[config.mk]
export PLATFORM = sky130hd
export DESIGN_NAME = shift_arbiter
export DESIGN_NICKNAME = d
export VERILOG_FILES = /design/src/rtl/shift_arbiter_pkg.sv /design/src/rtl/shift_arbiter_shift_core.sv /design/src/rtl/shift_arbiter.sv
export SDC_FILE = /design/constraint.sdc
export NUM_CORES = 1
export LEC_CHECK = 0
export ABC_AREA = 1
export CORE_UTILIZATION = 31
export DETAILED_ROUTE_END_ITERATION = 6
export SLEW_MARGIN = 10
export SYNTH_ARGS = -nofsm -noshare
export SYNTH_HDL_FRONTEND = slang
export SYNTH_SLANG_ARGS = --single-unit
[constraint.sdc]
create_clock -name clk -period 1.9 [get_ports clk]
set_input_delay 0.475 -clock clk [delete_from_list [all_inputs] [get_ports clk]]
set_output_delay 0.475 -clock clk [all_outputs]
set_load 0.1 [all_outputs]
[src/rtl/shift_arbiter_pkg.sv]
// Shared encodings and widths for the two-requester shift arbiter.
package shift_arbiter_pkg;
  localparam int RES_W = 32;
  localparam int CNT_W = 16;

  localparam logic [1:0] OP_SLL = 2'b00;
  localparam logic [1:0] OP_SRL = 2'b01;
  localparam logic [1:0] OP_SRA = 2'b10;
  localparam logic [1:0] OP_RSV = 2'b11;

  localparam logic [0:0] EMPTY = 1'b0;
  localparam logic [0:0] FULL  = 1'b1;

  typedef struct packed {
    logic [RES_W-1:0] data;
    logic             id;
    logic             err;
  } rsp_t;
endpackage

[src/rtl/shift_arbiter_shift_core.sv]
// Shared 32-bit shifter: sll/srl/sra units plus op-select mux.
// Latency: combinational. Backpressure: none, pure function of inputs.
// Reserved op passes the operand through and flags err.
module sll32 (
  input  logic [31:0] a,
  input  logic [4:0]  shamt,
  output logic [31:0] y
);
  assign y = a << shamt;
endmodule

module srl32 (
  input  logic [31:0] a,
  input  logic [4:0]  shamt,
  output logic [31:0] y
);
  assign y = a >> shamt;
endmodule

module sra32 (
  input  logic [31:0] a,
  input  logic [4:0]  shamt,
  output logic [31:0] y
);
  assign y = $unsigned($signed(a) >>> shamt);
endmodule

module shift_core
  import shift_arbiter_pkg::*;
(
  input  logic [RES_W-1:0] a,
  input  logic [4:0]       shamt,
  input  logic [1:0]       op,
  output logic [RES_W-1:0] y,
  output logic             err
);
  logic [RES_W-1:0] y_sll, y_srl, y_sra;

  sll32 u_sll (.a(a), .shamt(shamt), .y(y_sll));
  srl32 u_srl (.a(a), .shamt(shamt), .y(y_srl));
  sra32 u_sra (.a(a), .shamt(shamt), .y(y_sra));

  always_comb begin
    y   = a;
    err = 1'b0;
    case (op)
      OP_SLL:  y = y_sll;
      OP_SRL:  y = y_srl;
      OP_SRA:  y = y_sra;
      default: err = 1'b1;
    endcase
  end
endmodule

[src/rtl/shift_arbiter.sv]
// Two-requester arbiter in front of one shifter and a one-entry result register.
// Latency: result valid one cycle after acceptance; one op per cycle sustained.
// Backpressure: readies drop while the result slot is held (rsp_valid & !rsp_ready).
module shift_arbiter
  import shift_arbiter_pkg::*;
#(
  parameter bit RR_EN = 1'b1
) (
  input  logic             clk,
  input  logic             rst_n,
  input  logic             req0_valid,
  output logic             req0_ready,
  input  logic [RES_W-1:0] req0_a,
  input  logic [4:0]       req0_shamt,
  input  logic [1:0]       req0_op,
  input  logic             req1_valid,
  output logic             req1_ready,
  input  logic [RES_W-1:0] req1_a,
  input  logic [4:0]       req1_shamt,
  input  logic [1:0]       req1_op,
  output logic             rsp_valid,
  input  logic             rsp_ready,
  output logic [RES_W-1:0] rsp_data,
  output logic             rsp_id,
  output logic             rsp_err,
  output logic [CNT_W-1:0] op_cnt
);
  logic [0:0]       state;
  logic             last_grant;
  rsp_t             rsp_q;
  logic             slot_free, gnt0, gnt1, accept, sel1;
  logic [RES_W-1:0] core_a, core_y;
  logic [4:0]       core_shamt;
  logic [1:0]       core_op;
  logic             core_err;

  assign rsp_valid = (state == FULL);
  assign slot_free = !rsp_valid || rsp_ready;

  // On contention req1 wins only in round-robin mode when req0 went last.
  assign gnt1 = req1_valid && (!req0_valid || (RR_EN && !last_grant));
  assign gnt0 = req0_valid && !gnt1;

  assign req0_ready = rst_n && slot_free && gnt0;
  assign req1_ready = rst_n && slot_free && gnt1;
  assign accept     = req0_ready || req1_ready;
  assign sel1       = req1_ready;

  assign core_a     = sel1 ? req1_a     : req0_a;
  assign core_shamt = sel1 ? req1_shamt : req0_shamt;
  assign core_op    = sel1 ? req1_op    : req0_op;

  shift_core u_core (
    .a     (core_a),
    .shamt (core_shamt),
    .op    (core_op),
    .y     (core_y),
    .err   (core_err)
  );

  always_ff @(posedge clk or negedge rst_n) begin
    if (!rst_n) begin
      state      <= EMPTY;
      last_grant <= 1'b1;
      rsp_q      <= '0;
      op_cnt     <= '0;
    end else begin
      if (accept) begin
        state      <= FULL;
        last_grant <= sel1;
        rsp_q      <= '{data: core_y, id: sel1, err: core_err};
        op_cnt     <= op_cnt + 1'b1;
      end else if (rsp_ready) begin
        state <= EMPTY;
      end
    end
  end

  assign rsp_data = rsp_q.data;
  assign rsp_id   = rsp_q.id;
  assign rsp_err  = rsp_q.err;
endmodule
## Word level (Yosys, flattened, before mapping)

Index checks and enable logic that the tools add are counted.

| storage, ports and cells | value |
|---|---|
| flip-flop bits (word level) | 52 |
| latch bits | 0 |
| RAM bits | 0 |
| ROM bits | 0 |
| bits of input ports | 83 |
| output and inout port bits | 53 |
| logic and storage cells | 34 |
| memories | 0 |

| operators by class | value |
|---|---|
| add/sub/neg operators | 1 |
| multiply operators | 0 |
| divide/modulo/power cells | 0 |
| magnitude comparators | 0 |
| equal/unequal tests | 2 |
| shift-type cells | 3 |
| multiplexer cells | 7 |
| bitwise operators | 0 |
| reduce and logical (&&, ||, !) cells | 15 |

Operators by type and width:

| cell | number |
|---|---|
| one-hot mux 32 bit (3 select lines) | 1 |
| 2-to-1 mux 32 bit | 1 |
| left shift 32 x 5 -> 32 bit | 1 |
| right shift 32 x 5 -> 32 bit | 1 |
| >>> shifter 32 x 5 -> 32 bit | 1 |
| adder 16 x 1 -> 16 bit (second input constant) | 1 |
| logical AND 1 bit | 5 |
| 2-to-1 mux 5 bit | 1 |
| zero test 1 bit | 4 |
| logical OR 1 bit | 3 |
| 2-to-1 mux 1 bit | 3 |
| OR reduction 3 bit | 1 |
| equality test 2 x 1 -> 1 bit (second input constant) | 1 |
| equality test 2 bit (second input constant) | 1 |
| zero test 2 bit | 1 |
| 2-to-1 mux 2 bit | 1 |
| nonzero test 2 bit | 1 |

## Depth between registers and ports, before layout

| logic depth | value |
|---|---|
| depth after elaboration | 8 |
| depth in mapped cells | 21 |
| mapped depth without buffers | 19 |

## Hierarchy

From an unflattened synthesis, not the netlist that was laid out.

| unflattened totals | value |
|---|---|
| cell total of the unflattened synthesis | 1701 |
| area, all modules | 8777.2 um^2 |

Modules (own cells, without submodules):

| module | times used | cells an instance | area an instance (um^2) | sequential area each (um^2) |
|---|---|---|---|---|
| shift_arbiter | 1 | 409 | 2792.7 | 1302.5 |
| sra32 | 1 | 382 | 1835.5 | 0.0 |
| sll32 | 1 | 365 | 1615.3 | 0.0 |
| srl32 | 1 | 357 | 1596.5 | 0.0 |
| shift_core | 1 | 188 | 937.1 | 0.0 |

## Worst setup path before layout

Ideal clock, no wire load.

| path | value |
|---|---|
| path type | flip-flop to output port |
| start | reg state (netlist: rsp_valid) |
| end | out req0_ready |
| arrival time | 2.489 ns |
| required time | 1.425 ns |
| slack | -1.064 ns |
| stages on the path, launching flop included | 4 |
| buffers on the path | 0 |
| cells stage by stage | dfrtp_1 a21oi_4 nand2_1 nor2_1 |

| on the way | value |
|---|---|
| cells in the longest elaborated chain, start to end | 4 |

RTL lines:

| element | line | source |
|---|---|---|
| start: declaration | shift_arbiter.sv:28 | `logic [0:0] state;` |
| start signal: assignment | shift_arbiter.sv:63 | `state <= EMPTY;` |
| start signal: assignment | shift_arbiter.sv:69 | `state <= FULL;` |
| start signal: assignment | shift_arbiter.sv:74 | `state <= EMPTY;` |
| zero test 1 bit | shift_arbiter.sv:38 | `assign slot_free = !rsp_valid \|\| rsp_ready;` |
| logical OR 1 bit | shift_arbiter.sv:38 |  |
| logical AND 1 bit (2 in a row) | shift_arbiter.sv:44 | `assign req0_ready = rst_n && slot_free && gnt0;` |
| end: declaration | shift_arbiter.sv:12 | `output logic req0_ready,` |

No other way between the ends.

## Final worst setup path

| path | value |
|---|---|
| start | reg state (netlist: rsp_valid) |
| end | reg rsp_q, in the netlist rsp_data[6] |

| on the way | value |
|---|---|
| cells in the longest elaborated chain, start to end | 7 |
| elaborated cells between the ends (all ways) | 16 |
| classes of those cells | eq/ne: 2; shift: 3; mux: 4; reduce/logical: 7 |

RTL lines:

| element | line | source |
|---|---|---|
| zero test 1 bit * | shift_arbiter.sv:38 |  |
| logical OR 1 bit * | shift_arbiter.sv:38 |  |
| logical AND 1 bit * | shift_arbiter.sv:44, shift_arbiter.sv:45 |  |
| logical AND 1 bit | shift_arbiter.sv:45 | `assign req1_ready = rst_n && slot_free && gnt1;` |
| 2-to-1 mux 32 bit (tied with other cells) | shift_arbiter.sv:49 | `assign core_a = sel1 ? req1_a : req0_a;` |
| >>> shifter 32 x 5 -> 32 bit (tied with other cells) | shift_arbiter_shift_core.sv:25 | `assign y = $unsigned($signed(a) >>> shamt);` |
| one-hot mux 32 bit (3 select lines) | shift_arbiter_shift_core.sv:46 | `case (op)` |
| end signal: assignment | shift_arbiter.sv:71 | `rsp_q <= '{data: core_y, id: sel1, err: core_err};` |
| end: declaration | shift_arbiter.sv:30 | `rsp_t rsp_q;` |

Mark *: on every way between the ends. The rest lies on a longest branch, timed or not.
A chain may end at the register's enable or synchronous reset.

==> impl_metrics.py <==
metrics = {
    "outcome": {
        "status": "finished with violations",
        "violations": "setup timing",
    },
    "sta": {
        "fmax_mhz": 383,
        "finalCritPeriodShare": 1.37,
        "min_period_ns": 2.61,
        "relSlewSlack": 0.583,
        "final_max_slew_viol_count": 0,
        "tightest_slew_ns": 0.625,
        "setup_viol": 44,
        "setup_ws_ns": -0.708,
        "fin_skew_ns": 0.0130,
        "hold_viol": 0,
        "grt_setup_unrepaired": "true",
    },
    "die": {
        "io-pin-count": 136,
        "die_y_um": 149,
        "start_util": 0.317,
        "fp.dieW_um": 149,
        "num_rows": 53,
        "core_sq_mm": 0.0210,
        "die_area_sq_mm": 0.0221,
    },
    "pwr": {
        "ir_worst_vdd_mv": 0.664,
        "leakagePower_nw": 6.88,
        "p_total_mw": 11.8,
        "power.density_mw_per_mm2": 858,
    },
    "clock_network": {
        "cts_sinks": 52,
        "clkTransAtPathRegs_ns": 0.08,
        "clockBufferDepth": 2,
        "htree_num_levels": 2,
        "clkLatencyLatePin_ns": 0.30,
        "tritoncts": "built",
        "root_buffer": "clkbuf_16",
        "numCtsBuffers": 5,
    },
    "final_layout": {
        "nNetsFinal": 1676,
        "fillCellCount": 1845,
        "mostFrequentLayoutCells": "nand2_1 (329), buf_4 (198), nand3_2 (143)",
        "final_cell_area_sq_mm": 0.0137,
        "final_common_cell": "nand2_1",
        "syn2layout_area_growth_pct": 106,
        "drive_gt1_frac": 0.498,
        "antenna_cells": 0,
    },
    "grt": {
        "grt_max_degree": 48,
        "grt_first_pass_wirelength_um": 58900,
        "grt_usage": 0.364,
        "antenna_found_initial": 0,
        "grt_pass1_vias": 9942,
        "gr-total-overflow": 0,
    },
    "worst_setup_path": {
        "crit_fanout": 6,
        "endpoint_kind": "flop",
        "start_kind": "flop",
        "required_ns": 2.14,
        "critPathSlowestCell": "dfrtp_4",
        "crit_arrival_ns": 2.84,
        "crit_family": "compound AO/OA/AOI/OAI gates",
        "critical_path_class": "reg -> reg",
        "critPathMaxStageDelay_ns": 0.52,
        "path_buf_inv": 4,
        "crit_chain": "a21oi_4, nand2_4, buf_12, buf_8, nand2_4, o21ai_4, buf_6, buf_12, nor2_4, nor2_4, o211ai_1, nand3_2, a21oi_2, o21ai_2, nand2_1",
    },
    "min_path": {
        "holdCritPathClass": "in -> async",
    },
    "detailed_routing": {
        "via_per_inst": 5.34,
        "drc_errors": 0,
        "dr.pass1.iters": 5,
        "post_drt_wl_per_cell_um": 21.6,
        "ant_nets": 0,
        "dr_total_vias": 9978,
        "wl_um": 40300,
        "drt_iter0_markers": 728,
    },
    "synthesis": {
        "ys_types": 41,
        "yosysSeqAreaShare": 0.195,
        "synthCells": 1216,
        "syn_area_sq_mm": 0.00667,
        "synth-seq-cells": 52,
        "yosysWarnings": 0,
        "syn_area_per_cell_sq_um": 5.48,
        "syn-num-nets": 1300,
    },
    "placed_design": {
        "place_congestion": 1.03,
        "dp_hpwl_um": 30200,
        "port_buffers": 135,
        "dpl_cell_area_sq_mm": 0.0104,
        "place_ws_ns": -1.31,
    },
    "job": {
        "maxCapViolations": 0,
    },
}
[per-stage QoR]
stage           util  setup TNS, ns  hold slack, ns  cells
6_report       0.653         -22.54           0.143   1868
3_3_place_gp   0.495         -49.21           0.299   1780
5_1_grt        0.653         -27.25           0.151   1868
3_5_place_dp   0.495         -49.64           0.301   1780
4_1_cts        0.616         -22.67           0.132   1853
2_1_floorplan      -         -13.23           0.179   1216
[worst register-to-register path, cell delays in order (launching register included)]
cell and delay (ns):
dfrtp_4 0.52, a21oi_4 0.17, nand2_4 0.10, buf_12 0.16, buf_8 0.14, nand2_4 0.06, o21ai_4 0.07, buf_6 0.15
buf_12 0.14, nor2_4 0.17, nor2_4 0.07, o211ai_1 0.26, nand3_2 0.18, a21oi_2 0.18, o21ai_2 0.10, nand2_1 0.07
[final cells by class]
type / instances / area, sq um / share of cell area
multi-input combinational: 980 / 6390 / 0.466
inverter: 122 / 480 / 0.0350
timing repair buffer: 431 / 5040 / 0.367
clock inverter: 3 / 25.0 / 0.00182
sequential: 52 / 1310 / 0.0955
clock buffer: 5 / 125 / 0.00912
tap: 275 / 344 / 0.0251
[state kept, by name (all words and copies together), names as in the netlist]
name,cells
rsp_data,32
last_grant,1
rsp_id,1
rsp_err,1
op_cnt,16
rsp_valid,1
[cells by family (layout without fill, tap and decap cells)]
kind of cell | count (synthesis) | after routing | synth area share
compound gates | 116 | 116 | 0.103
xor+xnor | 15 | 15 | 0.0197
fa+ha+maj | 1 | 1 | 0.00188
buf+inv | 184 | 561 | 0.125
flops | 52 | 52 | 0.195
simple gates | 848 | 848 | 0.554
[per-layer routing]
layer,track usage,share of wire,vias up
met5,0,0,-
met4,0.213,0.069,0
met3,0.0825,0.086,125
met2,0.566,0.43,476
met1,0.459,0.41,4689
li1,-,-,4688
[final timing paths]
kind	startpoint	to	slack [ns]	cells past startpoint
worst min register to register	last_grant	last_grant	0.48	2
max in group asynchronous	rst_n	op_cnt[1]	1.06	2
worst max register to register	rsp_valid	rsp_data[6]	-0.71	15
worst max-delay path	rsp_valid	rsp_data[6]	-0.71	15
worst min-delay path	rst_n	rsp_valid	0.14	2
min in group clk	last_grant	last_grant	0.48	2
[cell usage after synthesis]
library cell | count | area (sq um)
nand3_2 | 3 | 30.0
o21bai_1 | 4 | 30.0
nand4_1 | 9 | 56.3
o22ai_1 | 1 | 6.26
a21oi_2 | 1 | 8.76
a21oi_1 | 36 | 180
o21ai_4 | 2 | 32.5
inv_1 | 113 | 424
nor2_4 | 3 | 33.8
a21oi_4 | 1 | 16.3
xnor2_1 | 7 | 61.3
buf_6 | 9 | 101
or2_2 | 1 | 6.26
buf_2 | 25 | 125
nor2_2 | 8 | 50.1
inv_4 | 2 | 12.5
clkbuf_1 | 11 | 41.3
nand2_2 | 7 | 43.8
nand2_4 | 4 | 45.0
dfstp_2 | 1 | 26.3
ha_1 | 1 | 12.5
nor3_1 | 1 | 5.00
o21ai_2 | 6 | 52.6
a31oi_1 | 1 | 6.26
buf_4 | 11 | 82.6
nor4_2 | 1 | 12.5
o211ai_1 | 11 | 82.6
a22oi_1 | 3 | 22.5
xor2_1 | 8 | 70.1
and3_1 | 1 | 6.26
inv_2 | 7 | 26.3
buf_1 | 6 | 22.5
nand3_1 | 264 | 1320
nor2_1 | 55 | 206
nor3_4 | 1 | 16.3
o21ai_1 | 35 | 175
nor3_2 | 1 | 10.0
nand3b_4 | 1 | 20.0
dfrtp_1 | 51 | 1280
nand2_1 | 488 | 1830
o21ai_0 | 15 | 75.1
[where the power goes]
part | switching, mW | leakage, nW | total (mW) | internal (mW)
combinational | 5.56 | 6.15 | 9.02 | 3.46
clock | 0.436 | 0.0708 | 0.934 | 0.499
sequential | 0.391 | 0.656 | 1.81 | 1.42
[repair_timing]
item,in CTS,in global routing
hold endpoints to repair,2,0
hold buffers,1,0
buffers inserted,54,22
pin swaps,89,68
gates resized for setup,375,175
cloned,15,2
endpoints found under the setup margin,47,46
Power figures use the tool's default switching activity.
